## src/rtl/slink_ll_rx_pkt_deframer_pkg.sv

```systemverilog
// Shared definitions for the SLINK link-layer RX packet deframer.
//   - NOP_DATAID / IDL_SYM : reserved link symbols (passed through untouched)
//   - CRC16_POLY / INIT    : CRC-16/CCITT parameters for payload protection
//   - rx_state_t           : deframer FSM state encoding
//   - hdr_ecc()            : header check byte over data_id and word count
package slink_ll_rx_pkt_deframer_pkg;

    localparam logic [7:0]  NOP_DATAID = 8'h01;
    localparam logic [7:0]  IDL_SYM    = 8'h00;

    localparam logic [15:0] CRC16_POLY = 16'h1021;
    localparam logic [15:0] CRC16_INIT = 16'hFFFF;

    typedef enum logic [2:0] {
        ST_HDR0    = 3'd0,
        ST_HDR1    = 3'd1,
        ST_HDR2    = 3'd2,
        ST_HDR3    = 3'd3,
        ST_PAYLOAD = 3'd4,
        ST_CRC0    = 3'd5,
        ST_CRC1    = 3'd6
    } rx_state_t;

    function automatic logic [7:0] hdr_ecc(input logic [7:0] id,
                                           input logic [7:0] wc_lo,
                                           input logic [7:0] wc_hi);
        return id ^ wc_lo ^ wc_hi;
    endfunction

endpackage

```

## src/rtl/slink_crc16_8.sv

```systemverilog
// Combinational CRC-16/CCITT update over one byte, MSB first.
//   crc_in  [15:0] : running CRC before this byte
//   data    [7:0]  : byte to fold in
//   crc_out [15:0] : running CRC after this byte
module slink_crc16_8
    import slink_ll_rx_pkt_deframer_pkg::*;
(
    input  logic [15:0] crc_in,
    input  logic [7:0]  data,
    output logic [15:0] crc_out
);

    logic [15:0] c;
    logic        fb;

    always_comb begin
        c  = crc_in;
        fb = 1'b0;
        for (int unsigned i = 0; i < 8; i++) begin
            fb = c[15] ^ data[7 - i];
            c  = {c[14:0], 1'b0};
            if (fb) begin
                c = c ^ CRC16_POLY;
            end
        end
        crc_out = c;
    end

endmodule

```

## src/rtl/slink_ll_rx_pkt_deframer.sv

```systemverilog
// SLINK link-layer RX packet deframer.
// Parses the deskewed byte stream into packets: a 4-byte header
// (data_id, wc_lo, wc_hi, ecc), then for long packets wc payload bytes and a
// 2-byte CRC (low byte first). Emits a registered packet stream for the
// downstream filter.
//   clk, reset       : block clock, asynchronous active-low reset
//   link_data/valid  : RX byte stream; link_valid=0 stalls with state held
//   sop/valid/eop/data : packet stream (short packets: one beat, data=00)
//   data_id/word_count : header fields of the last good header
//   hdr_err/crc_err  : one-cycle error pulses
module slink_ll_rx_pkt_deframer
    import slink_ll_rx_pkt_deframer_pkg::*;
#(
    parameter logic [7:0]  SHORT_PKT_MAX_ID = 8'h1F,
    parameter logic [15:0] MAX_WORD_COUNT   = 16'd4096
) (
    input  logic        clk,
    input  logic        reset,
    input  logic [7:0]  link_data,
    input  logic        link_valid,
    output logic        sop,
    output logic [7:0]  data_id,
    output logic [15:0] word_count,
    output logic        valid,
    output logic [7:0]  data,
    output logic        eop,
    output logic        hdr_err,
    output logic        crc_err
);

    rx_state_t   state_q, state_d;

    logic [7:0]  id_q, id_d;
    logic [7:0]  wc_lo_q, wc_lo_d;
    logic [7:0]  wc_hi_q, wc_hi_d;
    logic [7:0]  crc_lo_q, crc_lo_d;
    logic [15:0] cnt_q, cnt_d;
    logic [15:0] crc_q, crc_d;
    logic [15:0] crc_next;

    logic        sop_q, sop_d;
    logic        valid_q, valid_d;
    logic        eop_q, eop_d;
    logic [7:0]  data_q, data_d;
    logic        hdr_err_q, hdr_err_d;
    logic        crc_err_q, crc_err_d;
    logic [7:0]  data_id_q, data_id_d;
    logic [15:0] word_count_q, word_count_d;

    logic [15:0] hdr_wc;
    logic        hdr_is_short;
    logic        hdr_ecc_ok;
    logic        hdr_oversize;
    logic        hdr_good;

    slink_crc16_8 u_crc (
        .crc_in  (crc_q),
        .data    (link_data),
        .crc_out (crc_next)
    );

    // Header decode; only meaningful while the ecc byte is on link_data in HDR3
    assign hdr_wc       = {wc_hi_q, wc_lo_q};
    assign hdr_is_short = (id_q <= SHORT_PKT_MAX_ID);
    assign hdr_ecc_ok   = (link_data == hdr_ecc(id_q, wc_lo_q, wc_hi_q));
    assign hdr_oversize = !hdr_is_short && (hdr_wc > MAX_WORD_COUNT);
    assign hdr_good     = hdr_ecc_ok && !hdr_oversize;

    // State register
    always_ff @(posedge clk or negedge reset) begin
        if (!reset) begin
            state_q <= ST_HDR0;
        end else begin
            state_q <= state_d;
        end
    end

    // Next-state logic
    always_comb begin
        state_d = state_q;
        if (link_valid) begin
            unique case (state_q)
                ST_HDR0: state_d = ST_HDR1;
                ST_HDR1: state_d = ST_HDR2;
                ST_HDR2: state_d = ST_HDR3;
                ST_HDR3: begin
                    if (!hdr_good || hdr_is_short) begin
                        state_d = ST_HDR0;
                    end else if (hdr_wc == 16'd0) begin
                        state_d = ST_CRC0;
                    end else begin
                        state_d = ST_PAYLOAD;
                    end
                end
                ST_PAYLOAD: begin
                    if (cnt_q == 16'd1) begin
                        state_d = ST_CRC0;
                    end
                end
                ST_CRC0: state_d = ST_CRC1;
                ST_CRC1: state_d = ST_HDR0;
                default: state_d = ST_HDR0;
            endcase
        end
    end

    // Datapath and output logic
    always_comb begin
        id_d         = id_q;
        wc_lo_d      = wc_lo_q;
        wc_hi_d      = wc_hi_q;
        crc_lo_d     = crc_lo_q;
        cnt_d        = cnt_q;
        crc_d        = crc_q;
        data_id_d    = data_id_q;
        word_count_d = word_count_q;
        sop_d        = 1'b0;
        valid_d      = 1'b0;
        eop_d        = 1'b0;
        data_d       = 8'h00;
        hdr_err_d    = 1'b0;
        crc_err_d    = 1'b0;

        if (link_valid) begin
            unique case (state_q)
                ST_HDR0: id_d    = link_data;
                ST_HDR1: wc_lo_d = link_data;
                ST_HDR2: wc_hi_d = link_data;
                ST_HDR3: begin
                    cnt_d = hdr_wc;
                    crc_d = CRC16_INIT;
                    if (!hdr_good) begin
                        hdr_err_d = 1'b1;
                    end else begin
                        data_id_d    = id_q;
                        word_count_d = hdr_wc;
                        if (hdr_is_short) begin
                            sop_d   = 1'b1;
                            valid_d = 1'b1;
                            eop_d   = 1'b1;
                        end
                    end
                end
                ST_PAYLOAD: begin
                    // word_count_q holds this packet's wc, so the counter
                    // still equals it only on the first payload byte
                    valid_d = 1'b1;
                    data_d  = link_data;
                    sop_d   = (cnt_q == word_count_q);
                    eop_d   = (cnt_q == 16'd1);
                    cnt_d   = cnt_q - 16'd1;
                    crc_d   = crc_next;
                end
                ST_CRC0: crc_lo_d = link_data;
                ST_CRC1: begin
                    crc_err_d = ({link_data, crc_lo_q} != crc_q);
                    // Zero-length long packet is reported once its CRC is in
                    if (word_count_q == 16'd0) begin
                        sop_d   = 1'b1;
                        valid_d = 1'b1;
                        eop_d   = 1'b1;
                    end
                end
                default: ;
            endcase
        end
    end

    always_ff @(posedge clk or negedge reset) begin
        if (!reset) begin
            id_q         <= '0;
            wc_lo_q      <= '0;
            wc_hi_q      <= '0;
            crc_lo_q     <= '0;
            cnt_q        <= '0;
            crc_q        <= CRC16_INIT;
            data_id_q    <= '0;
            word_count_q <= '0;
            sop_q        <= 1'b0;
            valid_q      <= 1'b0;
            eop_q        <= 1'b0;
            data_q       <= '0;
            hdr_err_q    <= 1'b0;
            crc_err_q    <= 1'b0;
        end else begin
            id_q         <= id_d;
            wc_lo_q      <= wc_lo_d;
            wc_hi_q      <= wc_hi_d;
            crc_lo_q     <= crc_lo_d;
            cnt_q        <= cnt_d;
            crc_q        <= crc_d;
            data_id_q    <= data_id_d;
            word_count_q <= word_count_d;
            sop_q        <= sop_d;
            valid_q      <= valid_d;
            eop_q        <= eop_d;
            data_q       <= data_d;
            hdr_err_q    <= hdr_err_d;
            crc_err_q    <= crc_err_d;
        end
    end

    assign sop        = sop_q;
    assign valid      = valid_q;
    assign eop        = eop_q;
    assign data       = data_q;
    assign hdr_err    = hdr_err_q;
    assign crc_err    = crc_err_q;
    assign data_id    = data_id_q;
    assign word_count = word_count_q;

endmodule
```

## config.mk

```make
export PLATFORM = sky130hd
export DESIGN_NAME = slink_ll_rx_pkt_deframer
export DESIGN_NICKNAME = d
export VERILOG_FILES = /design/src/rtl/slink_ll_rx_pkt_deframer_pkg.sv /design/src/rtl/slink_crc16_8.sv /design/src/rtl/slink_ll_rx_pkt_deframer.sv
export SDC_FILE = /design/constraint.sdc
export NUM_CORES = 1
export LEC_CHECK = 0
export ABC_AREA = 1
export CORE_MARGIN = 2
export CORE_UTILIZATION = 35
export DETAILED_ROUTE_END_ITERATION = 10
export SLEW_MARGIN = 20
export SYNTH_ARGS = -nofsm -noshare
export SYNTH_HDL_FRONTEND = slang
export SYNTH_SLANG_ARGS = --single-unit
```

## constraint.sdc

```tcl
create_clock -name clk -period 2.1 [get_ports clk]
set_clock_uncertainty 0.15 [all_clocks]
set_input_delay 0.42 -clock clk [delete_from_list [all_inputs] [get_ports clk]]
set_output_delay 0.42 -clock clk [all_outputs]
set_load 0.05 [all_outputs]
```

* After elaboration in Yosys (flattened, before gate mapping) *
Index checks and enable logic that the tools add are counted.

storage, ports and cells
  bits in writable memories = 0
  memories kept = 0
  output and inout bits = 37
  register bits = 104
  memory bits (read-only) = 0
  input bits = 11
  word-level logic and storage cells = 94
  latch bits = 0

operators by class
  bitwise operators = 18
  muxes and demuxes = 30
  $lt $le $gt $ge = 2
  multipliers = 0
  equality and inequality tests = 11
  reduce and logical (&&, ||, !) cells = 17
  add/sub/neg operators = 1
  divide/modulo/power cells = 0
  shifts and indexed selects = 0

operators with widths
  operator                 number
  $mux W13                 8
  $pmux W16 S2             2
  $logic_not A16 Y1        2
  $not A3 Y3               8
  $pmux W3 S6              1
  $eq A16 B1 Y1 const B    1
  $eq A16 B16 Y1           1
  $gt A16 B13 Y1 const B   1
  $mux W8                  2
  $ne A16 B16 Y1           1
  $sub A16 B1 Y16 const B  1
  $xor A8 B8 Y8            2
  $mux W1                  12
  $reduce_and A2 Y1        6
  $eq A3 B3 Y1 const B     3
  $pmux W1 S3              3
  $eq A8 B8 Y1             1
  $le A8 B5 Y1 const B     1
  $xor A1 B1 Y1            8
  $eq A3 B2 Y1 const B     2
  $mux W3                  2
  $eq A3 B1 Y1 const B     1
  $logic_not A1 Y1         3
  $logic_not A3 Y1         1
  5 further kinds          6

* Logic depth before layout (Yosys ltp) *
  depth after elaboration = 17
  mapped depth = 14
  mapped depth without buffers = 13

* By module *
From an unflattened synthesis, not the netlist that was laid out.

second synthesis, totals
  cells, all modules = 801
  area, all modules = 5835.6 µm²

by module, submodules not included
  module                    area each (µm²)  cells each  instances
  slink_ll_rx_pkt_deframer  5357.6           692         1
  slink_crc16_8             478.0            109         1

* Worst setup path before layout *
OpenSTA, ideal clock, no wires.

  path type = reg-to-reg
  start = register wc_lo_q[5]
  end = register word_count_q[10] (netlist: word_count[10])
  path buffers = 2
  stages on the path, launching flop included = 10
  data required time = 1.829 ns
  data arrival time = 1.555 ns
  setup slack = 0.275 ns
  path through = dfrtp_1 > inv_2 > nand4_1 > or2_2 > o21bai_2 > nand3_2 > buf_6 > buf_6 > nand2_2 > o21ai_2

on the way
  word-level cells in the longest chain between the ends = 5
  elaborated cells on any way between the ends = 8
  those cells by class = 1 x order compare; 1 x eq/ne; 2 x bitwise; 4 x reduce/logical

RTL lines
  item                                                         line                                                                source
  from (decl)                                                  slink_ll_rx_pkt_deframer.sv:34                                      logic [7:0] wc_lo_q, wc_lo_d;
  from (signal assigned)                                       slink_ll_rx_pkt_deframer.sv:187                                     wc_lo_q <= wc_lo_d;
  $gt A16 B13 Y1 / $xor A8 B8 Y8 (equally long branches)       slink_ll_rx_pkt_deframer.sv:66, slink_ll_rx_pkt_deframer_pkg.sv:27
  $logic_and A1 B1 Y1 / $xor A8 B8 Y8 (equally long branches)  slink_ll_rx_pkt_deframer.sv:66, slink_ll_rx_pkt_deframer_pkg.sv:27
  $logic_not A1 Y1 / $eq A8 B8 Y1 (equally long branches)      slink_ll_rx_pkt_deframer.sv:67, slink_ll_rx_pkt_deframer.sv:65
  $logic_and A1 B1 Y1 (*)                                      slink_ll_rx_pkt_deframer.sv:67                                      assign hdr_good = hdr_ecc_ok && !hdr_oversize;
  $reduce_and A3 Y1 (no line) (*)                              n/a
  to (signal assigned)                                         slink_ll_rx_pkt_deframer.sv:193                                     word_count_q <= word_count_d;
  to (decl)                                                    slink_ll_rx_pkt_deframer.sv:48                                      logic [15:0] word_count_q, word_count_d;

Every way passes the cells marked *; elsewhere a longest branch is shown, timed or not.
A chain may end at the register's enable or synchronous reset.

* Worst setup path after layout *
  start = register data_q[3] (netlist: data[3])
  end = output port data[3]

RTL lines
  item                    line                             source
  from (decl)             slink_ll_rx_pkt_deframer.sv:44   logic [7:0] data_q, data_d;
  from (signal assigned)  slink_ll_rx_pkt_deframer.sv:197  data_q <= data_d;
  to (decl)               slink_ll_rx_pkt_deframer.sv:25   output logic [7:0] data,

No word-level cell between the ends.

==> flow_metrics.env <==
export IMPL_status="finished clean"
export IMPL_die_x_um=130
export IMPL_dp_slack_ns=-0.271
export IMPL_synth_seq_cells=104
export IMPL_boundaryPins=48
export IMPL_crit_buf_inv=1
export IMPL_leakagePower_nw=3.54
export IMPL_arrival_ns=1.49
export IMPL_cts_htree_levels=3
export IMPL_end_kind="output pin"
export IMPL_relSlewSlack_pct=66.2
export IMPL_power_total_mw=7.16
export IMPL_path_cells="clkdlybuf4s50_1"
export IMPL_grt_pass1_vias=4520
export IMPL_path_clk_slew_ns=0.07
export IMPL_synth_nets=701
export IMPL_maxUsedRoutingLayer="met4"
export IMPL_placed_cell_area_sq_um=6610
export IMPL_initial_core_util_pct=36.0
export IMPL_cp_slowest_cell="clkdlybuf4s50_1"
export IMPL_wl_per_cell_um=14.8
export IMPL_cts_tree="done"
export IMPL_ys_seq_area_share_pct=47.5
export IMPL_synth_top_area_share_pct=39.9
export IMPL_rows=45
export IMPL_hold_path_class="register to register"
export IMPL_portBuffers=47
export IMPL_hold_violations=0
export IMPL_wl_met1_um=6750
export IMPL_drt_iter0_drc=284
export IMPL_post_cts_buffers=0
export IMPL_cp_top_family="buffers and inverters"
export IMPL_grt_start_max_net_pins=48
export IMPL_numCtsBuffers=9
export IMPL_dieArea_sq_um=16800
export IMPL_dp_hpwl_um=11400
export IMPL_globalRouteOverflowTotal=0
export IMPL_area_delta_synth_final_pct=25.7
export IMPL_synthArstFlopShare_pct=100
export IMPL_ant_nets=0
export IMPL_avgViaCountPerCell=4.83
export IMPL_nFillCells=1527
export IMPL_routed_wl_um=14900
export IMPL_timing_final_crit_share_pct=98.0
export IMPL_slowest_delay_ns=0.80
export IMPL_first_pass_iters=5
export IMPL_nets=802
export IMPL_synthFlopType="dfrtp_1"
export IMPL_fin_area_sq_um=6930
export IMPL_core_sq_um=15300
export IMPL_cp_max_fo=1
export IMPL_yosys_top_cells_area="dfrtp_1 (40%), nand2_1 (12%), dfstp_2 (7.6%)"
export IMPL_synth_yosys_warnings=0
export IMPL_tightest_slew_ns=0.506
export IMPL_report_final_slew_viol_count=0
export IMPL_synth_top_area_cell="dfrtp_1"
export IMPL_drive_gt1_share_pct=20.5
export IMPL_start_kind="register"
export IMPL_cts_max_path_buffers=2
export IMPL_grt_pass1_wl_um=23900
export IMPL_syn_avg_cell_area_sq_um=8.02
export IMPL_synth_cell_types=39
export IMPL_dr_wl_met3_um=811
export IMPL_track_usage_pct=18.7
export IMPL_max_cap_viol_count=0
export IMPL_ir_drop_mv=0.669
export IMPL_cts_root_buffer="clkbuf_16"
export IMPL_synth_edff_count=0
export IMPL_drc=0
export IMPL_setup_slack_ns=0.0417
export IMPL_synth_cells=688
export IMPL_vias=4855
export IMPL_wl_met2_um=7130
export IMPL_cts_sinks=104
export IMPL_critPathRequiredTime_ns=1.53
export IMPL_fmax_mhz=486
export IMPL_grt_setup_unrepaired="true"
export IMPL_path_class="register to output pin"
export IMPL_antennaDiodeCount=0
export IMPL_antenna_found_initial=0
export IMPL_period_needed_ns=2.06
export IMPL_power_density_nw_per_um2=1030
export IMPL_clock_latency_ns=0.36
export IMPL_place_gp_congestion=0.927
export IMPL_setup_viol=0
export IMPL_fp_dieH_um=130
export IMPL_synth_cell_area_sq_um=5520
[through the flow]
step,hold WS [ns],TNS (ns),utilization (%),cells
floorplan,-0.0256,0,-,688
global placement,0.247,-7.16,43.1,988
detailed placement,0.245,-7.72,43.1,988
CTS,0.346,0,45.1,1005
global route,0.369,-0.0339,45.3,1005
finish,0.336,0,45.3,1005
[cell usage in the layout (no fill, tap or decap), types with 2 or more instances in the layout]
master,count
nand2_1,175
dfrtp_1,88
inv_1,83
buf_4,80
o21ai_0,65
nor2_1,49
xnor2_1,26
nand3_1,21
xor2_1,20
a21oi_1,16
dfstp_2,16
o21ai_2,13
nand4_1,12
inv_2,11
nand2_2,11
o21ai_1,11
dlymetal6s2s_1,11
o22ai_1,10
clkdlybuf4s50_1,10
nor3_1,9
clkbuf_16,9
or2_2,6
nor4_1,5
buf_12,5
a22oi_1,3
nor2_2,2
a22o_1,2
o2bb2ai_1,2
ha_1,2
dlygate4sd2_1,2
[per-layer routing]
layer | global-route usage, % | up-vias
met4 | 4.62 | 0
met3 | 4.75 | 23
met2 | 30.5 | 128
met5 | 0 | -
li1 | - | 2408
met1 | 25.0 | 2296
[final timing paths]
check                             end  depth (start not counted)  slack [ns]        from
setup / recovery              data[3]                          1        0.04     data[3]
hold / removal             data_id[6]                          2        0.34  data_id[6]
setup reg to reg           data_id[7]                          8        0.07  wc_lo_q[2]
hold reg to reg            data_id[6]                          2        0.34  data_id[6]
max in group asynchronous    cnt_q[8]                          3        0.78       reset
min in group asynchronous     hdr_err                          2        0.40       reset
[Yosys cell counts, types with 6 or more instances]
library cell  count
a21oi_1          16
inv_2            11
o22ai_1          10
o21ai_2          13
or2_2             6
o21ai_1          11
xnor2_1          26
buf_2             8
nand3_1          21
dfstp_2          16
nand2_2          11
o21ai_0          65
nand2_1         175
clkbuf_1          7
dfrtp_1          88
nor2_1           50
xor2_1           20
inv_1            83
nand4_1          12
nor3_1            9
[flip-flops by register name, summed over array words and instances (netlist names)]
signal	count
hdr_err	1
valid	1
state_q	3
id_q	8
crc_lo_q	8
crc_err	1
eop	1
data	8
crc_q	16
sop	1
wc_hi_q	8
data_id	8
wc_lo_q	8
cnt_q	16
word_count	16
[cell type report]
type | count | area, sq um | area share, %
clock inverters | 5 | 43.8 | 0.632
repair buffers | 109 | 966 | 13.9
inverters | 94 | 353 | 5.09
flip-flops and latches | 104 | 2620 | 37.8
clock buffers | 11 | 243 | 3.50
multi-input cells | 471 | 2440 | 35.2
well taps | 211 | 264 | 3.81
[cells by family (layout without fill, tap and decap cells)]
logic type	Yosys count	count (layout)	synth area share, %
simple gates	294	294	22.7
buf+inv	113	219	8.28
flops	104	104	47.5
compound gates	129	129	13.7
xor+xnor	46	46	7.30
fa+ha+maj	2	2	0.454
[where the power goes]
| group | switching [mW] | total [mW] | internal (mW) | leakage, nW |
|---|---|---|---|---|
| registers | 0.472 | 2.90 | 2.43 | 1.33 |
| logic | 1.57 | 2.63 | 1.06 | 2.07 |
| clock network | 0.777 | 1.62 | 0.848 | 0.139 |
| total | 2.82 | 7.16 | 4.33 | 3.54 |
[repair_timing]
item / in CTS / in global routing
gates resized for setup: 2 / 12
endpoints found under the setup margin: 2 / 21
hold buffers: 1 / 0
hold endpoints to repair: 19 / 0
Power figures use the tool's default switching activity.
